### src/rtl/sin_dds_ctrl_if.sv
// Control and sample-stream bundle for the sine DDS front end.
// The slave modport is the DDS controller; the master modport is the surrounding system and ROM.
interface sin_dds_ctrl_if #(
  parameter int PHASE_W = 32,
  parameter int ADDR_W  = 12,
  parameter int DATA_W  = 7,
  parameter int CNT_W   = 16
);
  logic               start;
  logic               stop;
  logic [PHASE_W-1:0] freq_word;
  logic [ADDR_W-1:0]  phase_ofs;
  logic [CNT_W-1:0]   burst_len;
  logic [ADDR_W-1:0]  rom_addr;
  logic [DATA_W-1:0]  rom_data;
  logic [DATA_W-1:0]  wave_out;
  logic               wave_valid;
  logic               busy;
  logic               done;

  modport master (
    output start, stop, freq_word, phase_ofs, burst_len, rom_data,
    input  rom_addr, wave_out, wave_valid, busy, done
  );

  modport slave (
    input  start, stop, freq_word, phase_ofs, burst_len, rom_data,
    output rom_addr, wave_out, wave_valid, busy, done
  );
endinterface

### src/rtl/sin_dds_ctrl.sv
// Phase-accumulator DDS front end: drives the sine ROM address and re-registers
// the returned samples, tracking the ROM read latency with a flag pipeline.
module sin_dds_ctrl #(
  parameter int PHASE_W = 32,
  parameter int ADDR_W  = 12,
  parameter int DATA_W  = 7,
  parameter int ROM_LAT = 1,
  parameter int CNT_W   = 16
) (
  input  logic          clk,
  input  logic          rst,
  sin_dds_ctrl_if.slave bus
);
  typedef enum logic [1:0] {ST_IDLE, ST_RUN, ST_FLUSH} state_t;

  state_t             state_q, state_d;
  logic [PHASE_W-1:0] acc_q, acc_d;
  logic [PHASE_W-1:0] fw_q, fw_d;
  logic [ADDR_W-1:0]  ofs_q, ofs_d;
  logic [CNT_W-1:0]   len_q, len_d;
  logic [CNT_W-1:0]   cnt_q, cnt_d;
  logic [ADDR_W-1:0]  addr_q, addr_d;
  logic               issue_q, issue_d;
  logic [ROM_LAT-1:0] lat_q, lat_d;
  logic [DATA_W-1:0]  wave_q, wave_d;
  logic               valid_q, valid_d;
  logic               done_q, done_d;

  logic [CNT_W-1:0]   cnt_inc;
  logic [ROM_LAT-1:0] lat_rest;
  logic               lat_exit;
  logic               pending_rest;

  // issue_q marks the cycle rom_addr is presented; lat_q then counts the ROM's
  // own read latency so the exiting flag lines up with valid rom_data.
  assign lat_d[0] = issue_q;
  for (genvar gi = 1; gi < ROM_LAT; gi++) begin : g_lat
    assign lat_d[gi] = lat_q[gi-1];
  end

  assign cnt_inc  = cnt_q + 1'b1;
  assign lat_exit = lat_q[ROM_LAT-1];

  always_comb begin
    lat_rest = lat_q;
    lat_rest[ROM_LAT-1] = 1'b0;
  end

  assign pending_rest = issue_q || (lat_rest != '0);

  always_comb begin
    state_d = state_q;
    acc_d   = acc_q;
    fw_d    = fw_q;
    ofs_d   = ofs_q;
    len_d   = len_q;
    cnt_d   = cnt_q;
    addr_d  = addr_q;
    issue_d = 1'b0;
    wave_d  = lat_exit ? bus.rom_data : wave_q;
    valid_d = lat_exit;
    // The final sample is the one leaving the pipeline with nothing behind it.
    done_d  = (state_q == ST_FLUSH) && lat_exit && !pending_rest;

    case (state_q)
      ST_IDLE: begin
        if (bus.start && !bus.stop) begin
          fw_d    = bus.freq_word;
          ofs_d   = bus.phase_ofs;
          len_d   = bus.burst_len;
          acc_d   = '0;
          cnt_d   = '0;
          state_d = ST_RUN;
        end
      end
      ST_RUN: begin
        if (bus.stop) begin
          state_d = ST_FLUSH;
        end else begin
          addr_d  = acc_q[PHASE_W-1 -: ADDR_W] + ofs_q;
          acc_d   = acc_q + fw_q;
          cnt_d   = cnt_inc;
          issue_d = 1'b1;
          if ((len_q != '0) && (cnt_inc == len_q)) begin
            state_d = ST_FLUSH;
          end
        end
      end
      ST_FLUSH: begin
        if (!issue_q && (lat_q == '0)) begin
          state_d = ST_IDLE;
        end
      end
      default: state_d = ST_IDLE;
    endcase
  end

  always_ff @(posedge clk or posedge rst) begin
    if (rst) begin
      state_q <= ST_IDLE;
      acc_q   <= '0;
      fw_q    <= '0;
      ofs_q   <= '0;
      len_q   <= '0;
      cnt_q   <= '0;
      addr_q  <= '0;
      issue_q <= 1'b0;
      lat_q   <= '0;
      wave_q  <= '0;
      valid_q <= 1'b0;
      done_q  <= 1'b0;
    end else begin
      state_q <= state_d;
      acc_q   <= acc_d;
      fw_q    <= fw_d;
      ofs_q   <= ofs_d;
      len_q   <= len_d;
      cnt_q   <= cnt_d;
      addr_q  <= addr_d;
      issue_q <= issue_d;
      lat_q   <= lat_d;
      wave_q  <= wave_d;
      valid_q <= valid_d;
      done_q  <= done_d;
    end
  end

  assign bus.rom_addr   = addr_q;
  assign bus.wave_out   = wave_q;
  assign bus.wave_valid = valid_q;
  assign bus.done       = done_q;
  assign bus.busy       = (state_q != ST_IDLE);
endmodule

### src/flat_wrapper.sv
// flat-port wrapper written by rule: the top's interface ports become plain ports
module sin_dds_ctrl_flat 
#(
  parameter int PHASE_W = 32,
  parameter int ADDR_W  = 12,
  parameter int DATA_W  = 7,
  parameter int ROM_LAT = 1,
  parameter int CNT_W   = 16
)
  (clk, rst, bus_start, bus_stop, bus_freq_word, bus_phase_ofs, bus_burst_len, bus_rom_data, bus_rom_addr, bus_wave_out, bus_wave_valid, bus_busy, bus_done);
  sin_dds_ctrl_if #(.PHASE_W(PHASE_W), .ADDR_W(ADDR_W), .DATA_W(DATA_W), .CNT_W(CNT_W)) bus_i ();
  input  logic clk;
  input  logic rst;
  input wire logic [$bits(bus_i.start)-1:0] bus_start;
  input wire logic [$bits(bus_i.stop)-1:0] bus_stop;
  input wire logic [$bits(bus_i.freq_word)-1:0] bus_freq_word;
  input wire logic [$bits(bus_i.phase_ofs)-1:0] bus_phase_ofs;
  input wire logic [$bits(bus_i.burst_len)-1:0] bus_burst_len;
  input wire logic [$bits(bus_i.rom_data)-1:0] bus_rom_data;
  output wire logic [$bits(bus_i.rom_addr)-1:0] bus_rom_addr;
  output wire logic [$bits(bus_i.wave_out)-1:0] bus_wave_out;
  output wire logic [$bits(bus_i.wave_valid)-1:0] bus_wave_valid;
  output wire logic [$bits(bus_i.busy)-1:0] bus_busy;
  output wire logic [$bits(bus_i.done)-1:0] bus_done;
  assign bus_i.start = bus_start;
  assign bus_i.stop = bus_stop;
  assign bus_i.freq_word = bus_freq_word;
  assign bus_i.phase_ofs = bus_phase_ofs;
  assign bus_i.burst_len = bus_burst_len;
  assign bus_i.rom_data = bus_rom_data;
  assign bus_rom_addr = bus_i.rom_addr;
  assign bus_wave_out = bus_i.wave_out;
  assign bus_wave_valid = bus_i.wave_valid;
  assign bus_busy = bus_i.busy;
  assign bus_done = bus_i.done;
  sin_dds_ctrl #(.PHASE_W(PHASE_W), .ADDR_W(ADDR_W), .DATA_W(DATA_W), .ROM_LAT(ROM_LAT), .CNT_W(CNT_W)) u_core (.clk(clk), .rst(rst), .bus(bus_i));
endmodule
### config.mk
export PLATFORM = sky130hd
export DESIGN_NAME = sin_dds_ctrl_flat
export DESIGN_NICKNAME = d
export VERILOG_FILES = /design/src/rtl/sin_dds_ctrl_if.sv /design/src/rtl/sin_dds_ctrl.sv /design/src/flat_wrapper.sv
export SDC_FILE = /design/constraint.sdc
export NUM_CORES = 1
export LEC_CHECK = 0
export ABC_AREA = 1
export ABC_CLOCK_PERIOD_IN_PS = 8000
export CAP_MARGIN = 25
export CORE_UTILIZATION = 29
export DETAILED_ROUTE_END_ITERATION = 7
export GPL_ROUTABILITY_DRIVEN = 0
export HOLD_SLACK_MARGIN = 0.03
export PLACE_DENSITY = 0.52
export SETUP_SLACK_MARGIN = 0.15
export SLEW_MARGIN = 20
export SYNTH_ARGS = -nofsm -noshare
export SYNTH_HDL_FRONTEND = slang
export SYNTH_SLANG_ARGS = --single-unit
### constraint.sdc
create_clock -name clk -period 8 [get_ports clk]
set_clock_uncertainty 0.1 [all_clocks]
set_input_delay 1.6 -clock clk [delete_from_list [all_inputs] [get_ports clk]]
set_output_delay 1.6 -clock clk [all_outputs]
set_load 0.01 [all_outputs]
; Word-level counts from Yosys, hierarchy flattened
; Cells that the tools add are included.
[totals]
reg_bits = 133
inputBits = 71
elab_cells = 52
[op_classes]
n_addsub = 3
eq_ne = 7
muxes = 13
bitwise_logic = 2
reduce_logical = 15
[ops]
columns = op, n
row1 = $mux W32, 2
row2 = $pmux W32 S2, 1
row3 = $add A32 B32 Y32, 1
row4 = $mux W16, 2
row5 = $pmux W16 S2, 1
row6 = $add A16 B1 Y16 const B, 1
row7 = $eq A16 B16 Y1, 1
row8 = $reduce_bool A16 Y1, 1
row9 = $add A12 B12 Y12, 1
row10 = $mux W2, 4
row11 = $pmux W2 S3, 1
row12 = $reduce_and A3 Y1, 2
row13 = $logic_and A1 B1 Y1, 5
row14 = $ne A2 B2 Y1 const B, 2
row15 = $reduce_and A2 Y1, 2
row16 = $reduce_bool A2 Y1, 2
row17 = $ne A3 B2 Y1 const B, 1
row18 = $eq A2 B1 Y1 const B, 1
row19 = $eq A2 B2 Y1 const B, 1
row20 = $logic_not A1 Y1, 2
row21 = $logic_not A2 Y1, 1
row22 = $mux W1, 2
row23 = $ne A2 B1 Y1 const B, 1
row24 = $not A1 Y1, 2

; Longest topological paths before layout
[depth]
ltp_word = 6
ltp_mapped = 15
mapped_depth_nobuf = 15

; Worst setup path after synthesis
; Ideal clock, no wire load.
[synth_path]
path_type = input to register
from = input bus_start
to = register u_core.fw_q[10]
arrival_ns = 2.598
setup_slack_ns = 5.178
stages = 6
path_buffers = 2
path_cell_list = inv_1 nor2_1 nand2_1 clkbuf_1 buf_2 mux2_2
[synth_between]
elab_chain_cells = 2
[synth_rtl]
columns = element, line_no
row1 = from (decl), flat_wrapper.sv:14  ; input wire logic [$bits(bus_i.start)-1:0] bus_start;
row2 = $logic_and A1 B1 Y1, sin_dds_ctrl.sv:67  ; if (bus.start && !bus.stop) begin
row3 = $reduce_and A2 Y1 (no source line), n/a
row4 = to (signal assigned), sin_dds_ctrl.sv:115  ; fw_q <= fw_d;
row5 = to (decl), sin_dds_ctrl.sv:18  ; logic [PHASE_W-1:0] fw_q, fw_d;
; Every way passes these cells.
; A chain may end at the register's enable or synchronous reset.

; Worst setup path after layout
[layout_path]
from = input bus_stop
to = register u_core.acc_q[4]
[layout_between]
elab_chain_cells = 4
word_cells_on_any_way = 5
classes_between = eq/ne (2) / reduce/logical (3)
[layout_rtl]
columns = element, line_no
row1 = from (decl), flat_wrapper.sv:15  ; input wire logic [$bits(bus_i.stop)-1:0] bus_stop;
row2 = $logic_not A1 Y1, sin_dds_ctrl.sv:67
row3 = $logic_and A1 B1 Y1, sin_dds_ctrl.sv:67
row4 = $ne A2 B1 Y1 (no source line), n/a
row5 = $reduce_and A3 Y1 (no source line) (*), n/a
row6 = to (signal assigned), sin_dds_ctrl.sv:101  ; acc_q <= '0;
row7 = to (signal assigned), sin_dds_ctrl.sv:114  ; acc_q <= acc_d;
row8 = to (decl), sin_dds_ctrl.sv:17  ; logic [PHASE_W-1:0] acc_q, acc_d;
; Mark *: on every way between the ends. The rest lies on a longest branch, timed or not.

==> flow_metrics.env <==
export IMPL_setup_violations=0
export IMPL_drtAntennaViolNets=0
export IMPL_critPathBufInv=4
export IMPL_die_h_um=167.2
export IMPL_ys_types=43
export IMPL_reg2reg_to="u_core.acc_q[4]$_DFFE_PP0P_"
export IMPL_synth_nets=1084
export IMPL_n_fill_cell=2783
export IMPL_grt_max_degree=83
export IMPL_ctsResizeCount=0
export IMPL_nets=1177
export IMPL_arrival_ns=4.48
export IMPL_ctsHoldBuffers=0
export IMPL_dieArea_mm2=0.02795
export IMPL_postCtsSetupBuffers=0
export IMPL_clkSlewWorstSetupHoldPaths_ns=0.06
export IMPL_dp_cells=1383
export IMPL_diodes=0
export IMPL_async_flop_share_pct=100.0
export IMPL_syn2layout_area_growth_pct=24.37
export IMPL_startpoint_type="primary input"
export IMPL_avgSynthCellArea_um2=8.173
export IMPL_yosys_area_top_type_share_pct=42.07
export IMPL_vdd_ir_drop_worst_mv=0.1379
export IMPL_r2r_slack_ns=4.41
export IMPL_holdPathEnd="u_core.lat_exit$_DFF_PP0_"
export IMPL_initial_core_util_pct=29.44
export IMPL_crit_fanout=40
export IMPL_drt_iter0_markers=349
export IMPL_drive_gt1_share_pct=10.24
export IMPL_tightest_slew_ns=0.9165
export IMPL_period_share_pct=53.32
export IMPL_track_usage_pct=15.61
export IMPL_r2r_start="u_core.state_q[1]$_DFFE_PP0P_"
export IMPL_core_mm2=0.02688
export IMPL_rsz0062_at_grt="no"
export IMPL_synth_area_leaders="dfrtp_1 (42%), nand2_1 (11%), mux2_2 (7.8%)"
export IMPL_hold_start="u_core.issue_q$_DFF_PP0_"
export IMPL_first_pass_iters=4
export IMPL_grt_ovfl_total=0
export IMPL_yosysSeqAreaShare_pct=42.07
export IMPL_insertion_delay_ns=0.43
export IMPL_post_drt_wl_per_cell_um=14.72
export IMPL_vias_per_cell=4.758
export IMPL_fin_crit_ns=4.265
export IMPL_outcome="finished, final reports clean"
export IMPL_drc=0
export IMPL_critPathSlowestCell="nor2_4"
export IMPL_cts_tree="yes"
export IMPL_cts_num_sinks=133
export IMPL_grt_pass1_vias=6613
export IMPL_die_x_um=167.2
export IMPL_wl_um=20830
export IMPL_rows=60
export IMPL_io_pins=93
export IMPL_final_cell_count_no_fill=1415
export IMPL_antenna_found_initial=0
export IMPL_power_density_mw_per_mm2=388.3
export IMPL_grt_pass1_wl_um=34510
export IMPL_yosys_area_top_type="dfrtp_1"
export IMPL_cts_buffer_depth=2
export IMPL_ys_top_cells_by_count="nand2_1 (242), dfrtp_1 (133), nor2_1 (90)"
export IMPL_slowest_delay_ns=0.70
export IMPL_hold_viol=0
export IMPL_htree_levels=4
export IMPL_relSlewSlack_pct=38.90
export IMPL_path_class="primary input to register"
export IMPL_cp_required_ns=8.22
export IMPL_rr_worst_depth=8
export IMPL_yosysMostFrequentCell="nand2_1"
export IMPL_drv_slew=0
export IMPL_p_leak_nw=4.499
export IMPL_multi_input_area_mm2=0.004164
export IMPL_hold_class="register to register"
export IMPL_place_hpwl_um=15270
export IMPL_port_buffers=92
export IMPL_path_cells="clkdlybuf4s50_1 -> nor2_4 -> inv_1 -> buf_4 -> nand2_1 -> inv_2 -> a32o_1"
export IMPL_cap_viol_max_count=0
export IMPL_cts_buffers=17
export IMPL_synthFlopType="dfrtp_1"
export IMPL_synth_seq_cells=133
export IMPL_synth_enable_flop_cells=0
export IMPL_holdPathStages=0
export IMPL_regArea_mm2=0.003328
export IMPL_tns_ns=0
export IMPL_yosysWarnings=0
export IMPL_synthCells=968
export IMPL_syn_area_mm2=0.007911
export IMPL_vias=6732
export IMPL_cp_end_kind="register"
export IMPL_path_delay_family="buffers and inverters"
export IMPL_cts_root_buffer="clkbuf_16"
export IMPL_fmax_mhz=234.4
==> where the power goes <==
group          switching (W)  leakage, nW  internal [W]
Sequential          0.000220         1.65      0.000945
Combinational        0.00105         2.54      0.000725
Clock               0.000313        0.313      0.000570
==> through the flow <==
step	worst slack, ns	total power, W	instance area [µm²]	hold slack, ns	util [%]
5_1_grt	3.476	0.004152	9839	0.3255	36.61
3_5_place_dp	3.239	0.002947	9183	0.2885	34.17
2_1_floorplan	2.746	0.002386	7911	0.2696	-
6_report	3.735	0.003821	9839	0.2977	36.61
4_1_cts	3.729	0.003862	9839	0.3036	36.61
3_3_place_gp	3.257	0.002930	9183	0.2937	34.17
==> sequential cells by signal, summed over array words and instances, names as in the netlist <==
register	flops
u_core.ofs_q	12
u_core.cnt_q	16
u_core.bus.done	1
u_core.issue_q	1
u_core.bus.wave_out	7
u_core.acc_q	32
u_core.lat_exit	1
u_core.bus.rom_addr	12
u_core.state_q	2
u_core.fw_q	32
u_core.len_q	16
u_core.bus.wave_valid	1
==> final cells by class <==
cell class	instances	share of cell area, %
multi-input cells	730	42.32
flip-flops and latches	133	33.82
repair buffers	95	9.588
clock buffers	20	4.641
well taps	341	4.336
inverters	84	3.255
clock inverters	12	2.035
==> cell usage in the layout, fill, tap and decap left out, drive strengths merged, types with 6 or more instances in the layout <==
cell type,instances
inv,85
ha,43
o21ai,71
dfrtp,133
nor2,95
xor2,13
mux2,55
nor3,10
o21bai,6
nand4,13
clkdlybuf4s50,92
a21oi,71
nand2,245
clkbuf,20
nand3,66
o22ai,7
==> worst register-to-register path, cell delays in order (launching register included) <==
cell	delay, ns
dfrtp_1	0.38
nor2_1	0.37
inv_1	0.24
nor2_4	0.69
inv_1	0.10
buf_4	0.31
nand2_1	0.51
inv_2	0.45
a32o_1	0.33
==> logic make-up after synthesis <==
family / Yosys count / synth area share (%)
simple gates: 440 / 23.53
compound gates: 174 / 11.99
flops: 133 / 42.07
buf+inv: 105 / 5.330
mux: 55 / 7.829
fa+ha+maj: 45 / 7.307
xor+xnor: 16 / 1.945
==> worst max path at each step <==
stage | from | end | slack [ns] | cells past startpoint
detailed placement | bus_stop | u_core.acc_q[6]$_DFFE_PP0P_ | 3.24 | 7
global placement | bus_stop | u_core.acc_q[4]$_DFFE_PP0P_ | 3.26 | 7
CTS | bus_stop | u_core.acc_q[4]$_DFFE_PP0P_ | 3.73 | 7
global route | bus_stop | u_core.acc_q[8]$_DFFE_PP0P_ | 3.48 | 7
floorplan | rst | u_core.acc_q[0]$_DFFE_PP0P_ | 2.75 | 1
finish | bus_stop | u_core.acc_q[4]$_DFFE_PP0P_ | 3.73 | 7
==> metal layers <==
layer  track usage [%]  part of all wire, %  vias to the layer above
li1                  -                    -                     3448
met1             20.80                   48                     3113
met2             25.65                   47                      148
met3             2.813                  3.9                       23
met4             4.906                  1.2                        0
met5                 0                    0                        -
Note: power is estimated with default switching activity, not from simulation.
